`config.mk`:
```
export PLATFORM = sky130hd
export DESIGN_NAME = ps2_key_decoder
export DESIGN_NICKNAME = d
export VERILOG_FILES = /design/src/rtl/ps2_key_decoder_pkg.sv /design/src/rtl/ps2_key_decoder_sync_fifo.sv /design/src/rtl/ps2_key_decoder.sv
export SDC_FILE = /design/constraint.sdc
export NUM_CORES = 1
export LEC_CHECK = 0
export ABC_AREA = 1
export CORE_MARGIN = 5
export CORE_UTILIZATION = 55
export DETAILED_ROUTE_END_ITERATION = 12
export GPL_TIMING_DRIVEN = 0
export PLACE_DENSITY = 0.74
export SETUP_SLACK_MARGIN = 0.02
export SLEW_MARGIN = 20
export SYNTH_ARGS = -nofsm -noshare
export SYNTH_HDL_FRONTEND = slang
export SYNTH_HIERARCHICAL = 1
export SYNTH_SLANG_ARGS = --single-unit
```
`constraint.sdc`:
```
create_clock -name clk -period 8.1 [get_ports clk]
set_input_delay 1.215 -clock clk [delete_from_list [all_inputs] [get_ports clk]]
set_output_delay 1.215 -clock clk [all_outputs]
set_load 0.01 [all_outputs]
```
`src/rtl/ps2_key_decoder_pkg.sv`:
```
// Shared types and constants for the PS/2 scan-code set 2 key decoder.
package ps2_pkg;

  localparam logic [7:0] PS2_PFX_EXT   = 8'hE0;
  localparam logic [7:0] PS2_PFX_BRK   = 8'hF0;
  localparam logic [7:0] PS2_PFX_PAUSE = 8'hE1;
  localparam logic [7:0] PS2_CODE_PAUSE = 8'h77;
  localparam int unsigned PS2_PAUSE_LEN = 7;
  localparam int unsigned PS2_JUNK_N    = 8;
  localparam logic [7:0] PS2_JUNK [PS2_JUNK_N] =
    '{8'h00, 8'hAA, 8'hEE, 8'hFA, 8'hFC, 8'hFD, 8'hFE, 8'hFF};

  typedef struct packed {
    logic       rel;
    logic       extended;
    logic [7:0] code;
  } key_event_t;

  typedef enum logic [2:0] {
    IDLE,
    EXT,
    BRK,
    EXT_BRK,
    SKIP
  } dec_state_t;

  // Controller status / acknowledge bytes that never form part of a keystroke.
  function automatic logic is_junk(input logic [7:0] b);
    logic hit;
    hit = 1'b0;
    for (int i = 0; i < int'(PS2_JUNK_N); i++) begin
      if (b == PS2_JUNK[i]) hit = 1'b1;
    end
    return hit;
  endfunction

endpackage

```
`src/rtl/ps2_key_decoder_sync_fifo.sv`:
```
// Show-ahead synchronous FIFO with a registered head word and occupancy count.
module sync_fifo #(
  parameter int unsigned WIDTH = 10,
  parameter int unsigned DEPTH = 8,
  parameter int unsigned CW    = $clog2(DEPTH + 1)
) (
  input  logic             clk,
  input  logic             rst_n,
  input  logic             wr_en,
  input  logic [WIDTH-1:0] wr_data,
  input  logic             rd_en,
  output logic [WIDTH-1:0] rd_data,
  output logic             valid,
  output logic             full,
  output logic [CW-1:0]    count
);

  localparam int unsigned AW = (DEPTH > 1) ? $clog2(DEPTH) : 1;

  logic [WIDTH-1:0] mem_q [DEPTH];
  logic [AW-1:0]    wr_ptr_q, rd_ptr_q, rd_ptr_d;
  logic [CW-1:0]    count_q, count_d;
  logic [WIDTH-1:0] head_q, head_d;
  logic             valid_q;
  logic             do_wr, do_rd;

  assign full  = (count_q == CW'(DEPTH));
  assign do_wr = wr_en && !full;
  assign do_rd = rd_en && (count_q != '0);

  // Head register looks ahead to the word that will sit at the read pointer.
  always_comb begin
    rd_ptr_d = rd_ptr_q;
    count_d  = count_q;
    head_d   = head_q;
    if (do_rd) rd_ptr_d = rd_ptr_q + AW'(1);
    if (do_wr && !do_rd) count_d = count_q + CW'(1);
    else if (!do_wr && do_rd) count_d = count_q - CW'(1);
    if (count_d != '0) begin
      if (do_wr && (wr_ptr_q == rd_ptr_d)) head_d = wr_data;
      else head_d = mem_q[rd_ptr_d];
    end
  end

  always_ff @(posedge clk) begin
    if (do_wr) mem_q[wr_ptr_q] <= wr_data;
  end

  always_ff @(posedge clk or negedge rst_n) begin
    if (!rst_n) begin
      wr_ptr_q <= '0;
      rd_ptr_q <= '0;
      count_q  <= '0;
      head_q   <= '0;
      valid_q  <= 1'b0;
    end else begin
      if (do_wr) wr_ptr_q <= wr_ptr_q + AW'(1);
      rd_ptr_q <= rd_ptr_d;
      count_q  <= count_d;
      head_q   <= head_d;
      valid_q  <= (count_d != '0);
    end
  end

  assign rd_data = head_q;
  assign valid   = valid_q;
  assign count   = count_q;

endmodule

```
`src/rtl/ps2_key_decoder.sv`:
```
// Scan-code set 2 byte stream to key-event FIFO with IRQ.
// Optional PS2_KEY_DECODER_TYPEMATIC_FILTER_EN drops repeated make events.
module ps2_key_decoder
  import ps2_pkg::*;
#(
  parameter int unsigned DEPTH = 8,
  parameter int unsigned CW    = $clog2(DEPTH + 1)
) (
  input  logic          clk,
  input  logic          rst_n,
  input  logic [7:0]    in_data,
  input  logic          in_valid,
  output logic          in_ready,
  output logic [9:0]    evt_data,
  output logic          evt_valid,
  input  logic          evt_ready,
  output logic [CW-1:0] fifo_count,
  output logic          err,
  output logic          irq
);

  dec_state_t state_q, state_d;
  logic [2:0] skip_q, skip_d;
  logic       err_q, err_d;
  logic       run_q;
  logic       fifo_full;
  logic       accept;
  logic       cand_push, cand_pause, push_c;
  key_event_t cand_evt;

  // Held low through reset so in_ready reads 0 while rst_n is asserted.
  assign in_ready = run_q && !fifo_full;
  assign accept   = in_valid && in_ready;

  always_comb begin
    state_d    = state_q;
    skip_d     = skip_q;
    err_d      = 1'b0;
    cand_push  = 1'b0;
    cand_pause = 1'b0;
    cand_evt   = '0;
    cand_evt.code = in_data;
    if (accept) begin
      case (state_q)
        IDLE: begin
          if (in_data == PS2_PFX_EXT) state_d = EXT;
          else if (in_data == PS2_PFX_BRK) state_d = BRK;
          else if (in_data == PS2_PFX_PAUSE) begin
            state_d = SKIP;
            skip_d  = 3'(PS2_PAUSE_LEN);
          end else if (is_junk(in_data)) err_d = 1'b1;
          else cand_push = 1'b1;
        end
        EXT: begin
          if (in_data == PS2_PFX_BRK) state_d = EXT_BRK;
          else if (in_data != PS2_PFX_EXT) begin
            cand_push         = 1'b1;
            cand_evt.extended = 1'b1;
            state_d           = IDLE;
          end
        end
        BRK: begin
          cand_push    = 1'b1;
          cand_evt.rel = 1'b1;
          state_d      = IDLE;
        end
        EXT_BRK: begin
          cand_push         = 1'b1;
          cand_evt.rel      = 1'b1;
          cand_evt.extended = 1'b1;
          state_d           = IDLE;
        end
        SKIP: begin
          skip_d = skip_q - 3'd1;
          if (skip_q == 3'd1) begin
            cand_push         = 1'b1;
            cand_pause        = 1'b1;
            cand_evt.extended = 1'b1;
            cand_evt.code     = PS2_CODE_PAUSE;
            state_d           = IDLE;
          end
        end
        default: state_d = IDLE;
      endcase
    end
  end

  always_ff @(posedge clk or negedge rst_n) begin
    if (!rst_n) begin
      state_q <= IDLE;
      skip_q  <= '0;
      err_q   <= 1'b0;
      run_q   <= 1'b0;
    end else begin
      state_q <= state_d;
      skip_q  <= skip_d;
      err_q   <= err_d;
      run_q   <= 1'b1;
    end
  end

`ifdef PS2_KEY_DECODER_TYPEMATIC_FILTER_EN
  logic       lm_valid_q, lm_valid_d;
  logic       lm_ext_q, lm_ext_d;
  logic [7:0] lm_code_q, lm_code_d;
  logic       lm_match;

  assign lm_match = lm_valid_q && (lm_ext_q == cand_evt.extended) &&
                    (lm_code_q == cand_evt.code);

  // Typematic repeats of the last held key are swallowed; its break re-arms.
  always_comb begin
    lm_valid_d = lm_valid_q;
    lm_ext_d   = lm_ext_q;
    lm_code_d  = lm_code_q;
    push_c     = cand_push;
    if (cand_push && !cand_pause) begin
      if (!cand_evt.rel) begin
        if (lm_match) push_c = 1'b0;
        else begin
          lm_valid_d = 1'b1;
          lm_ext_d   = cand_evt.extended;
          lm_code_d  = cand_evt.code;
        end
      end else if (lm_match) lm_valid_d = 1'b0;
    end
  end

  always_ff @(posedge clk or negedge rst_n) begin
    if (!rst_n) begin
      lm_valid_q <= 1'b0;
      lm_ext_q   <= 1'b0;
      lm_code_q  <= '0;
    end else begin
      lm_valid_q <= lm_valid_d;
      lm_ext_q   <= lm_ext_d;
      lm_code_q  <= lm_code_d;
    end
  end
`else
  assign push_c = cand_push;
`endif

  sync_fifo #(
    .WIDTH($bits(key_event_t)),
    .DEPTH(DEPTH),
    .CW   (CW)
  ) u_fifo (
    .clk    (clk),
    .rst_n  (rst_n),
    .wr_en  (push_c),
    .wr_data(cand_evt),
    .rd_en  (evt_ready),
    .rd_data(evt_data),
    .valid  (evt_valid),
    .full   (fifo_full),
    .count  (fifo_count)
  );

  assign err = err_q;
  assign irq = evt_valid;

endmodule

```
[Yosys cells after proc, flatten, opt, wreduce, memory -nomap -nowiden]
Memories as Yosys holds them, arrays and structs flattened. A register that Yosys moved wholly into a read port is not among the register bits.
Index checks and enable logic that the tools add are counted.
Operators by class
  add/sub/neg operators: 5
  multiply operators: 0
  div/mod/pow operators: 0
  order comparisons: 0
  equal/unequal tests: 23
  shift operators: 0
  mux-type cells: 49
  bitwise operators: 0
  reductions and logical operators: 18
Operators by type and width (count)
  $eq A8 B8 Y1 const B: 10
  $mux W1: 30
  $mux W3: 10
  $mux W10: 1
  $mux W9: 1
  $pmux W3 S3: 1
  $logic_not A8 Y1: 1
  $mux W4: 2
  $mux W8: 1
  $ne A2 B2 Y1 const B: 4
  $ne A8 B8 Y1 const B: 1
  $reduce_bool A4 Y1: 2
  $add A3 B1 Y3 const B: 2
  $eq A3 B1 Y1 const B: 2
  $eq A3 B2 Y1 const B: 2
  $logic_and A1 B1 Y1: 6
  $pmux W3 S2: 1
  $reduce_and A5 Y1: 1
  $add A4 B1 Y4 const B: 1
  $eq A4 B4 Y1 const B: 1
  $logic_not A1 Y1: 4
  $ne A4 B4 Y1 const B: 1
  $pmux W1 S4: 1
  $reduce_and A4 Y1: 1
  other kinds (8): 8
Storage, ports and cells
  register bits: 19
  bits in latches: 0
  RAM bits: 80
  memory bits (read-only): 0
  input port bits: 12
  output and inout bits: 18
  logic and storage cells: 104
  memories kept: 1
Memory list
  u_fifo.mem_q: words 8, bits a word 10, rd ports 1, clocked after memory_dff 1, wr ports 1, RTL line ps2_key_decoder_sync_fifo.sv:20  | logic [WIDTH-1:0] mem_q [DEPTH];

[Logic depth before layout (Yosys ltp)]
  depth in word-level cells: 26
  mapped depth: 21
  gate-level depth less buffers: 19

[Hierarchy]
The synthesis kept the hierarchy.
By module, submodules not included
  sync_fifo: times used 1, cells each 530, area each 4824.6 um^2
  ps2_key_decoder: times used 1, cells each 124, area each 788.3 um^2

[Worst setup path after synthesis]
No wires, ideal clock.
  path type: input to register
  start: in in_data[1]
  end: mem u_fifo.mem_q[0][0] (enable)
  setup time: 0.376 ns
  arrival time: 2.752 ns
  required time: 7.724 ns
  slack: 4.972 ns
  stages: 13
  buffers on the path: 1
  cell sequence: inv_1 > nand2_1 > nor2_4 > nand2_1 > nand2_2 > nor2_4 > nand2_1 > a21oi_1 > nand2_4 > inv_2 > buf_6 > nand2_1 > nor2_1
On the way
  longest elaborated chain between the ends: 23
  elaborated cells on any way between the ends: 36
Ends and longest elaborated chain
  from (decl): RTL line ps2_key_decoder.sv:11  | input logic [7:0] in_data,
  $logic_not A8 Y1: RTL line ps2_key_decoder_pkg.sv:32  | if (b == PS2_JUNK[i]) hit = 1'b1;
  $mux W1 (8 in series): RTL line ps2_key_decoder_pkg.sv:32
  $mux W1: RTL line ps2_key_decoder.sv:48  | else if (in_data == PS2_PFX_PAUSE) begin
  $mux W1: RTL line ps2_key_decoder.sv:47  | else if (in_data == PS2_PFX_BRK) state_d = BRK;
  $mux W1: RTL line ps2_key_decoder.sv:46  | if (in_data == PS2_PFX_EXT) state_d = EXT;
  $mux W1: RTL line ps2_key_decoder.sv:44  | case (state_q)
  $mux W1: RTL line ps2_key_decoder.sv:43  | if (accept) begin
  $mux W1: RTL line ps2_key_decoder.sv:51  | end else if (is_junk(in_data)) err_d = 1'b1;
  $mux W1: RTL line ps2_key_decoder.sv:48
  $mux W1: RTL line ps2_key_decoder.sv:47
  $mux W1: RTL line ps2_key_decoder.sv:46
  $pmux W1 S4 *: RTL line ps2_key_decoder.sv:44
  $mux W1 *: RTL line ps2_key_decoder.sv:43
  via cand_push: RTL line ps2_key_decoder.sv:28  | logic cand_push, cand_pause, push_c;
  $logic_and A1 B1 Y1 *: RTL line ps2_key_decoder_sync_fifo.sv:28  | assign do_wr = wr_en && !full;
  $mux W1 *: RTL line ps2_key_decoder_sync_fifo.sv:46  | if (do_wr) mem_q[wr_ptr_q] <= wr_data;
  $mux W1 (not written as such) *: RTL line ps2_key_decoder_sync_fifo.sv:46
  to (decl): RTL line ps2_key_decoder_sync_fifo.sv:20
The timed path passes the listed nets; every way through them passes the cells marked *. The select of a mux whose other input is x is not followed.

[Final worst setup path]
  start: in in_data[3]
  end: mem u_fifo.mem_q[6][4] (enable)
The elaborated chain is that of the path after synthesis.

==> results.cfg <==
[synth]
synth_cell_types = 32
synth_area_leaders = edfxtp_1, dfrtp_1, nand2_1, nand3_1, inv_1
synth-edff-count = 80
yosysTopAreaCellShare_pct = 42.80
yosysSeqAreaShare_pct = 55.73
synthArstFlopShare_pct = 26.61
yosys_warnings = 6
synthesis.area_mm2 = 0.005613
synthFlopType = edfxtp_1
ys_seq_elements = 109
synth_top_area_cell = edfxtp_1
synth.avg_cell_area_um2 = 8.582
synthCells = 654
synth_nets = 672

[detailed_routing]
wl_per_cell_um = 14.93
wirelength_um = 12410
drtIter0Drc = 359
viasPerCell = 5.184
first_pass_iters = 5
ant_nets = 0
drc = 0
vias = 4308

[global_route]
track_usage_pct = 20.88
grt_pass1_vias = 4056
grt_pass1_wl_um = 20070
grt-ovfl-total = 0
grt_max_degree = 30
antenna_found_initial = 0

[pwr]
vdd_drop_max_mv = 0.1473
p_leak_nw = 3.042
power_density_mw_per_mm2 = 330.9

[clock_network]
postCtsSetupBuffers = 0
cts_tree = built
clk_pin_slew_ns = 0.10
cts-buffers-inserted = 9
clock_latency_ns = 0.40
cts-resized-gates = 0
hold_buffers = 0
clockRootBuffer = clkbuf_8
max-clock-path-buffers = 2
cts.sinks = 109
htree_num_levels = 3

[timing]
holdWs_ns = 0.5122
worst_pin_slew_ns = 0.9643
tns_ns = 0
report.final.setup_viol = 0
setup_ws_ns = 4.190
max_freq_ghz = 0.2558
timing.final.crit_share_pct = 48.27
rsz0062_at_grt = false
maxSlewHeadroom_pct = 35.48
period_minus_slack_ns = 3.910
slew_violations = 0
fin_worst_skew_ns = 0.01385
finalHoldViolCount = 0

[die]
ios = 30
dieWidth_um = 111.0
fp-row-count = 36
initial_core_util_pct = 56.90
core_mm2 = 0.009864
die_area_mm2 = 0.01233
die_h_um = 111.0

[cells_and_area]
diodes = 0
stdcell_area_mm2 = 0.006301
layout-drive-gt1-share_pct = 10.60
area_growth_pct = 12.26
nets = 711

[placement]
dp_hpwl_um = 8778
place_area_mm2 = 0.006055
port_buffers = 28
dp_slack_ns = 3.791
routabilityCongestion = 0.9062

[setup_path]
worstSetupStartpointType = input pin
critical_path_arrival_ns = 3.94
worst-path-max-fanout = 10
crit_type = in2reg
crit_required_ns = 8.13
cp-end-kind = flip-flop

[status]
status = complete, no violations

[flow_run]
cap_violations = 0

[hold_path]
hold_path_class = reg2reg
-- metal layers --
metal | part of all wire [%] | global-route usage (%) | vias up | routed length (um)
li1 | - | - | 2140 | -
met1 | 43 | 28.40 | 1972 | 5326
met2 | 46 | 32.65 | 170 | 5759
met3 | 8.3 | 5.131 | 26 | 1029
met4 | 2.4 | 7.867 | 0 | 295
met5 | 0 | 0 | - | 0
-- flip-flops by register name (all words and copies together) (netlist names) --
signal / count
u_fifo/mem_q: 80
u_fifo/rd_data: 10
u_fifo/count: 4
skip_q: 3
state_q: 3
u_fifo/rd_ptr_q: 3
u_fifo/wr_ptr_q: 3
err: 1
run_q: 1
u_fifo/valid: 1
-- cells in the mapped netlist, types with 5 or more instances --
| library cell | instances |
|---|---|
| nand4_1 | 10 |
| nor2_2 | 7 |
| dfrtp_1 | 29 |
| clkbuf_1 | 5 |
| edfxtp_1 | 80 |
| inv_2 | 6 |
| buf_2 | 15 |
| inv_1 | 113 |
| nand2_1 | 160 |
| nor2_1 | 75 |
| nand2_2 | 8 |
| nand3_1 | 102 |
| ha_1 | 6 |
-- layout make-up --
class	count	area, um2
fillers	825	3563
clock buffers	10	127.6
clock inverters	6	118.9
plain buffers	25	136.4
repair buffers	28	275.3
flip-flops and latches	109	3128
well taps	133	166.4
multi-input cells	400	1897
inverters	120	451.7
-- cells by family after synthesis --
| family | synth area share, % |
|---|---|
| compound gates | 1.538 |
| xor+xnor | 0.3121 |
| fa+ha+maj | 1.337 |
| buf+inv | 10.48 |
| flops | 55.73 |
| other cells | 0.06681 |
| simple gates | 30.54 |
-- final timing paths --
path,startpoint,slack (ns),endpoint,cells after the start
worst max-delay path,in_data[3],4.19,u_fifo/mem_q[6][4]$_DFFE_PP_,14
worst min-delay path,u_fifo/rd_data[6]$_DFFE_PN0P_,0.51,u_fifo/rd_data[6]$_DFFE_PN0P_,2
worst max register to register,u_fifo/count[0]$_DFF_PN0_,4.69,u_fifo/mem_q[6][4]$_DFFE_PP_,12
worst min register to register,u_fifo/rd_data[6]$_DFFE_PN0P_,0.51,u_fifo/rd_data[6]$_DFFE_PN0P_,2
max in group asynchronous,rst_n,6.85,state_q[1]$_DFFE_PN0P_,1
min in group asynchronous,rst_n,0.82,u_fifo/rd_data[1]$_DFFE_PN0P_,1
-- worst max-delay path, cell delays in order --
cell and delay (ns):
clkdlybuf4s50_1 0.54, inv_2 0.08, nand2_4 0.07, nor2_1 0.04
nand2_1 0.12, nand2_2 0.08, nor2_4 0.13, nand2_1 0.06
a21oi_1 0.31, nand2_4 0.12, inv_2 0.08, buf_6 0.13
nand2_1 0.17, nor2_1 0.78
-- per-stage QoR --
step                      power (mW)  util [%]  cells
after floorplan                1.385         -    654
after global placement         1.646     61.43    815
after detailed placement       1.675     61.38    815
after CTS                      2.072     63.88    831
after global routing           2.228     63.88    831
final                          2.085     63.88    831
-- report_power, final --
part	switching, mW	leakage (nW)	internal, mW
Clock	0.192	0.123	0.209
Sequential	0.0522	1.06	0.691
Combinational	0.608	1.86	0.332
Total	0.852	3.04	1.23
-- cell usage in the layout (no fill, tap or decap), types with 7 or more instances in the layout --
master / count
clkdlybuf4s50_1: 27
edfxtp_1: 80
nand4_1: 10
inv_1: 113
buf_2: 16
nand3_1: 102
nor2_1: 75
clkbuf_8: 9
dfrtp_1: 29
nand2_2: 8
nor2_2: 7
nand2_1: 160
Note: power is estimated with default switching activity, not from simulation.
